[src/rtl/rr_encoder_arbiter.sv]
// Round-robin arbiter that shares one 8-to-3 encoder among 8 requesters.
// Grants are held while requested, up to MAX_HOLD cycles, with a one-cycle gap between grants.
module rr_encoder_arbiter #(
    parameter int MAX_HOLD = 8,
    parameter int HOLD_W   = 4
) (
    input  logic       CP,
    input  logic       CLR,
    input  logic [7:0] req,
    output logic [7:0] grant,
    output logic [2:0] idx,
    output logic       valid,
    output logic       expired,
    output logic [1:0] dbg_state
);

    typedef enum logic [1:0] {
        IDLE  = 2'd0,
        GRANT = 2'd1,
        GAP   = 2'd2
    } state_t;

    state_t            state;
    logic [2:0]        ptr;
    logic [HOLD_W-1:0] hold_cnt;
    logic              win_found;
    logic [2:0]        win_idx;
    logic [2:0]        probe;

    // First set request bit at or after ptr, wrapping 7 -> 0.
    always_comb begin
        win_found = 1'b0;
        win_idx   = 3'd0;
        probe     = 3'd0;
        for (int i = 0; i < 8; i++) begin
            probe = ptr + 3'(i);
            if (!win_found && req[probe]) begin
                win_found = 1'b1;
                win_idx   = probe;
            end
        end
    end

    always_ff @(posedge CP or posedge CLR) begin
        if (CLR) begin
            state    <= IDLE;
            grant    <= 8'd0;
            idx      <= 3'd0;
            expired  <= 1'b0;
            ptr      <= 3'd0;
            hold_cnt <= '0;
        end else begin
            expired <= 1'b0;
            case (state)
                IDLE, GAP: begin
                    if (win_found) begin
                        grant    <= 8'd1 << win_idx;
                        idx      <= win_idx;
                        hold_cnt <= HOLD_W'(1);
                        state    <= GRANT;
                    end else begin
                        grant    <= 8'd0;
                        idx      <= 3'd0;
                        hold_cnt <= '0;
                        state    <= IDLE;
                    end
                end
                GRANT: begin
                    if (req[idx] && (hold_cnt < HOLD_W'(MAX_HOLD))) begin
                        hold_cnt <= hold_cnt + HOLD_W'(1);
                    end else begin
                        // Release (dropped) or force-release (tenure exhausted); next search starts past idx.
                        expired  <= req[idx];
                        grant    <= 8'd0;
                        idx      <= 3'd0;
                        ptr      <= idx + 3'd1;
                        hold_cnt <= '0;
                        state    <= GAP;
                    end
                end
                default: begin
                    grant    <= 8'd0;
                    idx      <= 3'd0;
                    hold_cnt <= '0;
                    state    <= IDLE;
                end
            endcase
        end
    end

    assign valid     = |grant;
    assign dbg_state = state;

endmodule
[config.mk]
export PLATFORM = sky130hd
export DESIGN_NAME = rr_encoder_arbiter
export DESIGN_NICKNAME = d
export VERILOG_FILES = /design/src/rtl/rr_encoder_arbiter.sv
export SDC_FILE = /design/constraint.sdc
export NUM_CORES = 1
export LEC_CHECK = 0
export BUFFER_PORTS_ARGS = -buffer_cell sky130_fd_sc_hd__buf_2
export CORE_UTILIZATION = 45
export DETAILED_ROUTE_END_ITERATION = 10
export PLACE_DENSITY = 0.71
export SETUP_SLACK_MARGIN = 0.05
export SKIP_CTS_REPAIR_TIMING = 1
export SKIP_LAST_GASP = 1
export SLEW_MARGIN = 20
export SYNTH_ARGS = -nofsm -noshare
export SYNTH_HDL_FRONTEND = slang
export SYNTH_SLANG_ARGS = --single-unit
[constraint.sdc]
create_clock -name CP -period 4.4 [get_ports CP]
set_input_delay 0.44 -clock CP [delete_from_list [all_inputs] [get_ports CP]]
set_output_delay 0.44 -clock CP [all_outputs]
set_load 0.02 [all_outputs]
==> impl_results.rst, run 1 <==
.. list-table::
   :header-rows: 1

   * - Metric
     - Value
   * - Layout Area Growth over Synthesis
     - 11.2%
   * - Clock transition time at the flip-flop clock pins of the worst setup and hold paths
     - ~0.070 ns
   * - Endpoint type of the worst setup path
     - flop
   * - Count of buffering cells on the critical path with inverters included
     - 1
   * - Placeable core area
     - roughly 0.0037 sq mm
   * - Later-pin clock latency in the skew report
     - approximately 0.26 ns
   * - Synth Instances
     - approximately 180
   * - Total wire length after detailed routing
     - ~4200 um
   * - IO Port Bufs
     - 24
   * - CP cell instances
     - inv_1 > ha_1 > mux4_2 > mux2_2 > a211oi_1 > a221o_1 > o311a_1 > o21ai_1 > o21ai_1
   * - Maximum buffer depth of the clock tree
     - 2
   * - Initial Utilization
     - between 40% and 50%
   * - Post-synthesis cell area
     - roughly 0.0018 sq mm
   * - Final estimated routing congestion in global placement
     - a little under 0.9
   * - CP peak stage delay
     - 0.77 ns
   * - Overall routing resource usage
     - 21.6%
   * - Commonest cells in the netlist
     - sky130_fd_sc_hd__dfrtp_1, sky130_fd_sc_hd__nand2_1, sky130_fd_sc_hd__inv_1
   * - Capture point of the worst reg-to-reg path
     - grant[5]
   * - Vias per Instance
     - about 6.3
   * - Crit path max-delay cell type
     - sky130_fd_sc_hd__ha_1
   * - Unrepaired setup endpoints after global routing
     - no
   * - Post-route core utilization
     - between 50% and 60%
   * - Antenna diode instance count
     - 0
   * - Final-layout setup total negative slack
     - 0 ns
   * - Area share of the largest cell type after synthesis
     - roughly 30%
   * - TritonCTS clock tree
     - yes
   * - Chip width
     - about 65 um
   * - Fin crit share
     - 83.7%
   * - Slew Limit Fails
     - 0
   * - Number of cells in the design after placement
     - roughly 240
   * - Area of all placed cells without fillers
     - roughly 0.0020 sq mm
   * - Die height
     - approximately 65 um
   * - CP Class
     - flop to flop
   * - Vias after detailed routing
     - approximately 1.5k
   * - Gr ovfl total
     - 0
   * - Final worst clock skew
     - approximately 0.0024 ns
   * - Final ANT Viol Nets
     - 0
   * - Largest delay share family, worst path
     - compound AO/OA/AOI/OAI gates
   * - Number of antenna violations at the first check in global routing
     - 0
   * - Hold Fails Final Rpt
     - 0
   * - Setup violators final
     - 0
   * - Share of async-settable or async-resettable flops after synthesis
     - 100%
   * - Largest fanout on the critical path
     - 18
   * - Largest net degree at the start of global routing
     - 22
   * - Area leader, netlist
     - sky130_fd_sc_hd__dfrtp_1
   * - Worst setup SP type
     - flop
   * - Mean Syn Cell Area
     - ~10 sq um
   * - Root cell of the clock tree
     - sky130_fd_sc_hd__clkbuf_8
   * - Data required, critical path
     - approximately 4.6 ns
   * - FP Rows
     - 22
   * - Worst Path Arrival
     - between 3 and 4 ns
   * - Die area
     - between 0.004 and 0.005 sq mm
   * - Non-filler cells, final
     - ~250
   * - Via count of the first global-routing pass
     - 1435
   * - Number of nets in the layout
     - about 210
   * - Net count after synthesis
     - 190
   * - Most repeated cell in the gate-level netlist after synthesis
     - sky130_fd_sc_hd__dfrtp_1
   * - Yosys Warn Count
     - 0
   * - Worst relative slew slack
     - a little under 50%
   * - Most frequent cell on the critical path
     - sky130_fd_sc_hd__o21ai_1
   * - Ranking of synthesized cells by area
     - sky130_fd_sc_hd__dfrtp_1, sky130_fd_sc_hd__mux4_2, sky130_fd_sc_hd__mux2i_1
   * - Hold Path Class
     - input pin to asynchronous set/reset pin
   * - Proportion of synthesized chip area in sequential cells
     - ~29%
   * - Slew at the pin closest to its max-slew limit
     - between 0.7 and 0.8 ns
   * - Reported max-cap violation count
     - 0
   * - Setup slack of the most critical reg-to-reg path
     - between 0.7 and 0.8 ns
   * - Worst reg-to-reg path cell count
     - 9
   * - Number of enable flip-flop cells after synthesis
     - 0
   * - Fraction of final layout cells sized beyond drive strength 1
     - a little over a quarter
   * - WL/cell
     - 16.9 um
   * - Post-layout minimum cycle time
     - 3.68 ns
   * - Clock sink count
     - 21
   * - Total iterations of the first detailed-routing run
     - 5
   * - Synth cell types
     - between 50 and 60
   * - DRC violation count after routing
     - 0
   * - Global-route wire length before repair
     - roughly 7000 um
   * - Detailed placement HPWL
     - roughly 3100 um
   * - Result of the run
     - complete, no violations
   * - H-tree lvl count
     - 1
   * - Cell area reported after detailed placement
     - slightly below 0.002 sq mm
   * - FF+latch count, synth
     - 21
   * - Initial DRC count
     - 105
   * - Source of the worst register-to-register timing path
     - ptr[1]
   * - Peak Freq
     - around 270 MHz
   * - Clock buffers created by TritonCTS
     - 3
   * - I/O pin count
     - 25
   * - Dominant synthesized flop cell
     - sky130_fd_sc_hd__dfrtp_1
## per-layer routing
layer  vias to the layer above  wire [um]  track usage, %
li1                        733          -               -
met1                       737       1940            34.0
met2                        67       1880            29.6
met3                        12        258            3.17
met4                         0         89            7.88
met5                         -          0               0
## flip-flops by register name (all words and copies together), names as in the netlist
signal	flops
ptr	3
idx	3
expired	1
hold_cnt	4
grant	8
dbg_state	2
## through the flow
step                setup WS [ns]  hold slack, ns
CTS                         0.751           0.325
global placement            0.841           0.485
global route                0.451           0.380
detailed placement          0.789           0.499
finish                      0.715           0.306
floorplan                    1.27           0.417
## logic make-up after synthesis
family	Yosys count	synth area share [%]
AND/OR/NAND/NOR	44	12.9
AO/OA/AOI/OAI	56	22.5
XOR/XNOR	6	2.94
adder cells (fa/ha/maj)	4	2.80
flip-flops	21	29.3
multiplexers	27	24.5
buffers and inverters	18	4.96
## how the worst max path moves through the flow
stage / end / from / cells past startpoint / slack (ns)
5_1_grt: grant[5] / ptr[1] / 9 / 0.45
3_3_place_gp: grant[5] / ptr[1] / 9 / 0.84
2_1_floorplan: grant[2] / ptr[0] / 12 / 1.27
6_report: grant[5] / ptr[1] / 9 / 0.72
3_5_place_dp: grant[5] / ptr[1] / 9 / 0.79
4_1_cts: grant[5] / ptr[1] / 9 / 0.75
## final cells by class
class / instances / area (sq um)
inverters: 11 / 41.3
fillers: 350 / 1750
flip-flops and latches: 21 / 526
multi-input cells: 137 / 1190
well taps: 48 / 60.1
repair buffers: 25 / 128
clock buffers: 4 / 45.0
## cells in the final DEF, fill, tap and decap left out, types with 2 or more instances in the layout
cell,Yosys,final
sky130_fd_sc_hd__nand2_1,14,14
sky130_fd_sc_hd__o31ai_1,2,2
sky130_fd_sc_hd__ha_1,4,4
sky130_fd_sc_hd__a21oi_1,8,8
sky130_fd_sc_hd__xnor2_1,3,3
sky130_fd_sc_hd__clkbuf_8,0,3
sky130_fd_sc_hd__mux2i_1,8,8
sky130_fd_sc_hd__a31oi_1,3,3
sky130_fd_sc_hd__a32o_1,7,7
sky130_fd_sc_hd__o21ai_0,6,6
sky130_fd_sc_hd__nand3_1,3,3
sky130_fd_sc_hd__nor3b_1,2,2
sky130_fd_sc_hd__mux4_2,10,10
sky130_fd_sc_hd__a22o_1,2,2
sky130_fd_sc_hd__nor4_1,3,2
sky130_fd_sc_hd__mux2_2,4,4
sky130_fd_sc_hd__xor2_1,3,3
sky130_fd_sc_hd__o21ai_1,8,8
sky130_fd_sc_hd__dfrtp_1,21,21
sky130_fd_sc_hd__mux4_1,2,2
sky130_fd_sc_hd__inv_1,11,11
sky130_fd_sc_hd__mux2_1,2,2
sky130_fd_sc_hd__o22ai_1,7,7
sky130_fd_sc_hd__buf_2,2,24
sky130_fd_sc_hd__a21o_1,2,2
sky130_fd_sc_hd__nor2_1,10,10
sky130_fd_sc_hd__nor2b_1,2,2
Power of run 1 is not shown: default switching activity piles up to over one toggle a cycle in this logic, so the estimate is an artifact.
==> run 2, diff against run 1 <==
- clock period: 4.4 -> 3.74 ns (I/O delays scaled with it)
==> run 2 against run 1 <==
  * Die area unchanged
  * Critical path type unchanged
  * Routed wire length fell by 3.0%
  * Global-route usage down 0.66 points
  * Core utilization up 0.60 points
  * Maximum frequency rose by 19%
  * Largest cell class unchanged
  * Register-to-register slack lost 0.07 ns
  * Clock skew is 0.0042 ns higher
==> impl_results.rst, run 2 (synthesis results as in run 1) <==
.. list-table::
   :header-rows: 1

   * - Metric
     - Value
   * - Result of the run
     - complete, no violations
   * - Final estimated routing congestion in global placement
     - 0.936 (+5.9%)
   * - FILL cells
     - 334 (-4.6%)
   * - Fin crit share
     - 82.8% (-0.99 points)
   * - Register Area
     - 526 sq um (unchanged)
   * - Die area
     - 0.00423 sq mm (unchanged)
   * - Final ANT Viol Nets
     - 0 (unchanged)
   * - Fraction of final layout cells sized beyond drive strength 1
     - 28.7% (+1.9 points)
   * - I/O pin count
     - 25 (unchanged)
   * - Slew at the pin closest to its max-slew limit
     - 0.772 ns (+0.00144 ns)
   * - Root cell of the clock tree
     - sky130_fd_sc_hd__clkbuf_8
   * - Most common cell after layout, fill and taps aside
     - sky130_fd_sc_hd__buf_2
   * - Source of the worst register-to-register timing path
     - ptr[0]
   * - Worst reg-to-reg path cell count
     - 10 (+1)
   * - H-tree lvl count
     - 1 (unchanged)
   * - TritonCTS clock tree
     - yes
   * - Slew Limit Fails
     - 0 (unchanged)
   * - Multi-input gate area in the final layout
     - 0.00118 sq mm (-0.74%)
   * - Chip width
     - 65.1 um (unchanged)
   * - Crit path max-delay cell type
     - sky130_fd_sc_hd__ha_1
   * - WL/cell
     - 16.2 um (-4.5%)
   * - DRC violation count after routing
     - 0 (unchanged)
   * - Clock transition time at the flip-flop clock pins of the worst setup and hold paths
     - 0.08 ns (about the same)
   * - Number of nets in the layout
     - 217 (+1.9%)
   * - Flip-flop count of the largest register, all copies and words added
     - 8 (unchanged)
   * - Count of buffering cells on the critical path with inverters included
     - 2 (+1)
   * - Worst setup SP type
     - flop
   * - Crit path capture
     - grant[5]
   * - Largest net degree at the start of global routing
     - 22 (unchanged)
   * - Endpoint type of the worst setup path
     - flop
   * - Worst Path Arrival
     - 3.29 ns (-0.58 ns)
   * - Placeable core area
     - 0.00374 sq mm (unchanged)
   * - Setup slack of the most critical reg-to-reg path
     - 0.64 ns (-0.07 ns)
   * - Vias per Instance
     - 6.05 (-3.9%)
   * - CP Class
     - flop to flop
   * - Launch point of the critical path
     - ptr[0]
   * - Die height
     - 65.1 um (unchanged)
   * - Antenna diode instance count
     - 0 (unchanged)
   * - Largest registers
     - grant x8, hold_cnt x4
   * - FP Rows
     - 22 (unchanged)
   * - Initial Utilization
     - 47.8% (unchanged)
   * - Post-layout minimum cycle time
     - 3.10 ns (-0.590 ns)
   * - Worst relative slew slack
     - 48.5% (-0.096 points)
   * - Detailed placement HPWL
     - 3060 um (-1.5%)
   * - Reported max-cap violation count
     - 0 (unchanged)
   * - Unrepaired setup endpoints after global routing
     - no
   * - CP cell instances
     - inv_1 > ha_1 > buf_4 > mux4_1 > mux2_2 > a211oi_1 > a221o_1 > o311a_1 > o21ai_1 > o21ai_1
   * - Hold Path Class
     - input pin to asynchronous set/reset pin
   * - Clock buffers created by TritonCTS
     - 3 (unchanged)
   * - Most frequent cell on the critical path
     - sky130_fd_sc_hd__o21ai_1
   * - Maximum buffer depth of the clock tree
     - 2 (unchanged)
   * - Initial DRC count
     - 80 (-24%)
   * - Clock sink count
     - 21 (unchanged)
   * - Total wire length after detailed routing
     - 4040 um (-3.0%)
   * - Largest delay share family, worst path
     - compound AO/OA/AOI/OAI gates
   * - IO Port Bufs
     - 24 (unchanged)
   * - Critical Path Stages
     - 10 (+1)
   * - Top library cells by usage in the layout, fill and taps aside
     - sky130_fd_sc_hd__buf_2, sky130_fd_sc_hd__dfrtp_1, sky130_fd_sc_hd__nand2_1, sky130_fd_sc_hd__inv_1
   * - Worst hold slack after final layout
     - 0.242 ns (-0.0641 ns)
   * - Total iterations of the first detailed-routing run
     - 4 (-1)
   * - Layout Area Growth over Synthesis
     - 12.4%
   * - Gr ovfl total
     - 0 (unchanged)
   * - Hold Fails Final Rpt
     - 0 (unchanged)
   * - Setup violators final
     - 0 (unchanged)
   * - Global-route wire length before repair
     - 6910 um (-1.9%)
   * - Via count of the first global-routing pass
     - 1448 (+0.91%)
   * - Data required, critical path
     - 3.93 ns (-0.66 ns)
   * - Later-pin clock latency in the skew report
     - 0.26 ns (about the same)
   * - Largest fanout on the critical path
     - 12 (-6)
   * - Overall routing resource usage
     - 20.9% (-0.66 points)
   * - Top register by number of flip-flops
     - grant
   * - Final-layout setup total negative slack
     - 0 ns (unchanged)
   * - Peak Freq
     - 323 MHz (+19%)
   * - CP peak stage delay
     - 0.49 ns (-0.28 ns)
   * - Number of antenna violations at the first check in global routing
     - 0 (unchanged)
   * - Vias after detailed routing
     - 1513 (-2.3%)
   * - Capture point of the worst reg-to-reg path
     - grant[5]
   * - Final worst clock skew
     - 0.00654 ns (+0.00416 ns)
## run 2: cell types whose count changed in the layout (fill, tap and decap cells not counted)
cell and delta:
sky130_fd_sc_hd__buf_4 +4, sky130_fd_sc_hd__clkbuf_1 -1, sky130_fd_sc_hd__clkinv_2 +1, sky130_fd_sc_hd__nor4_2 +1
sky130_fd_sc_hd__nor4_4 -1
## run 2: worst min path at each step
stage                   end        start  depth (start not counted)
2_1_floorplan  dbg_state[0]          CLR                          1
3_3_place_gp    hold_cnt[0]  hold_cnt[0]                          1
3_5_place_dp    hold_cnt[0]  hold_cnt[0]                          1
4_1_cts              idx[1]          CLR                          2
5_1_grt         hold_cnt[0]          CLR                          2
6_report        hold_cnt[0]          CLR                          2
## run 2: final cells by class
cell class                 instances  share of cell area [%]
sequential                        21                    26.1
timing repair buffer              29                    7.83
inverter                          11                    2.05
multi-input combinational        137                    58.7
clock inverter                     1                   0.249
clock buffer                       3                    2.05
tap                               48                    2.98
## run 2: layer usage
metal / vias to the layer above / wire length [um] / track usage [%]
li1: 738 / - / -
met1: 745 / 2010 / 30.9
met2: 28 / 1910 / 32.2
met3: 2 / 94 / 3.35
met4: 0 / 23 / 4.62
met5: - / 0 / 0
## run 2: worst register-to-register path, delay by kind of cell, from the launching register on
kind	cells	cell delay (ns)
fa+ha+maj	1	0.49
mux	2	0.77
buf+inv	2	0.36
flops	1	0.34
compound gates	5	1.07
## run 2: stage by stage
| step | cells | utilization, % | worst slack [ns] | area, sq um |
|---|---|---|---|---|
| floorplan | 176 | - | 0.615 | 1790 |
| global placement | 246 | 52.5 | 0.697 | 1970 |
| detailed placement | 246 | 52.5 | 0.682 | 1970 |
| CTS | 250 | 53.8 | 0.676 | 2010 |
| global route | 250 | 53.8 | 0.471 | 2010 |
| finish | 250 | 53.8 | 0.645 | 2010 |
Power of run 2 is left out for the same reason.
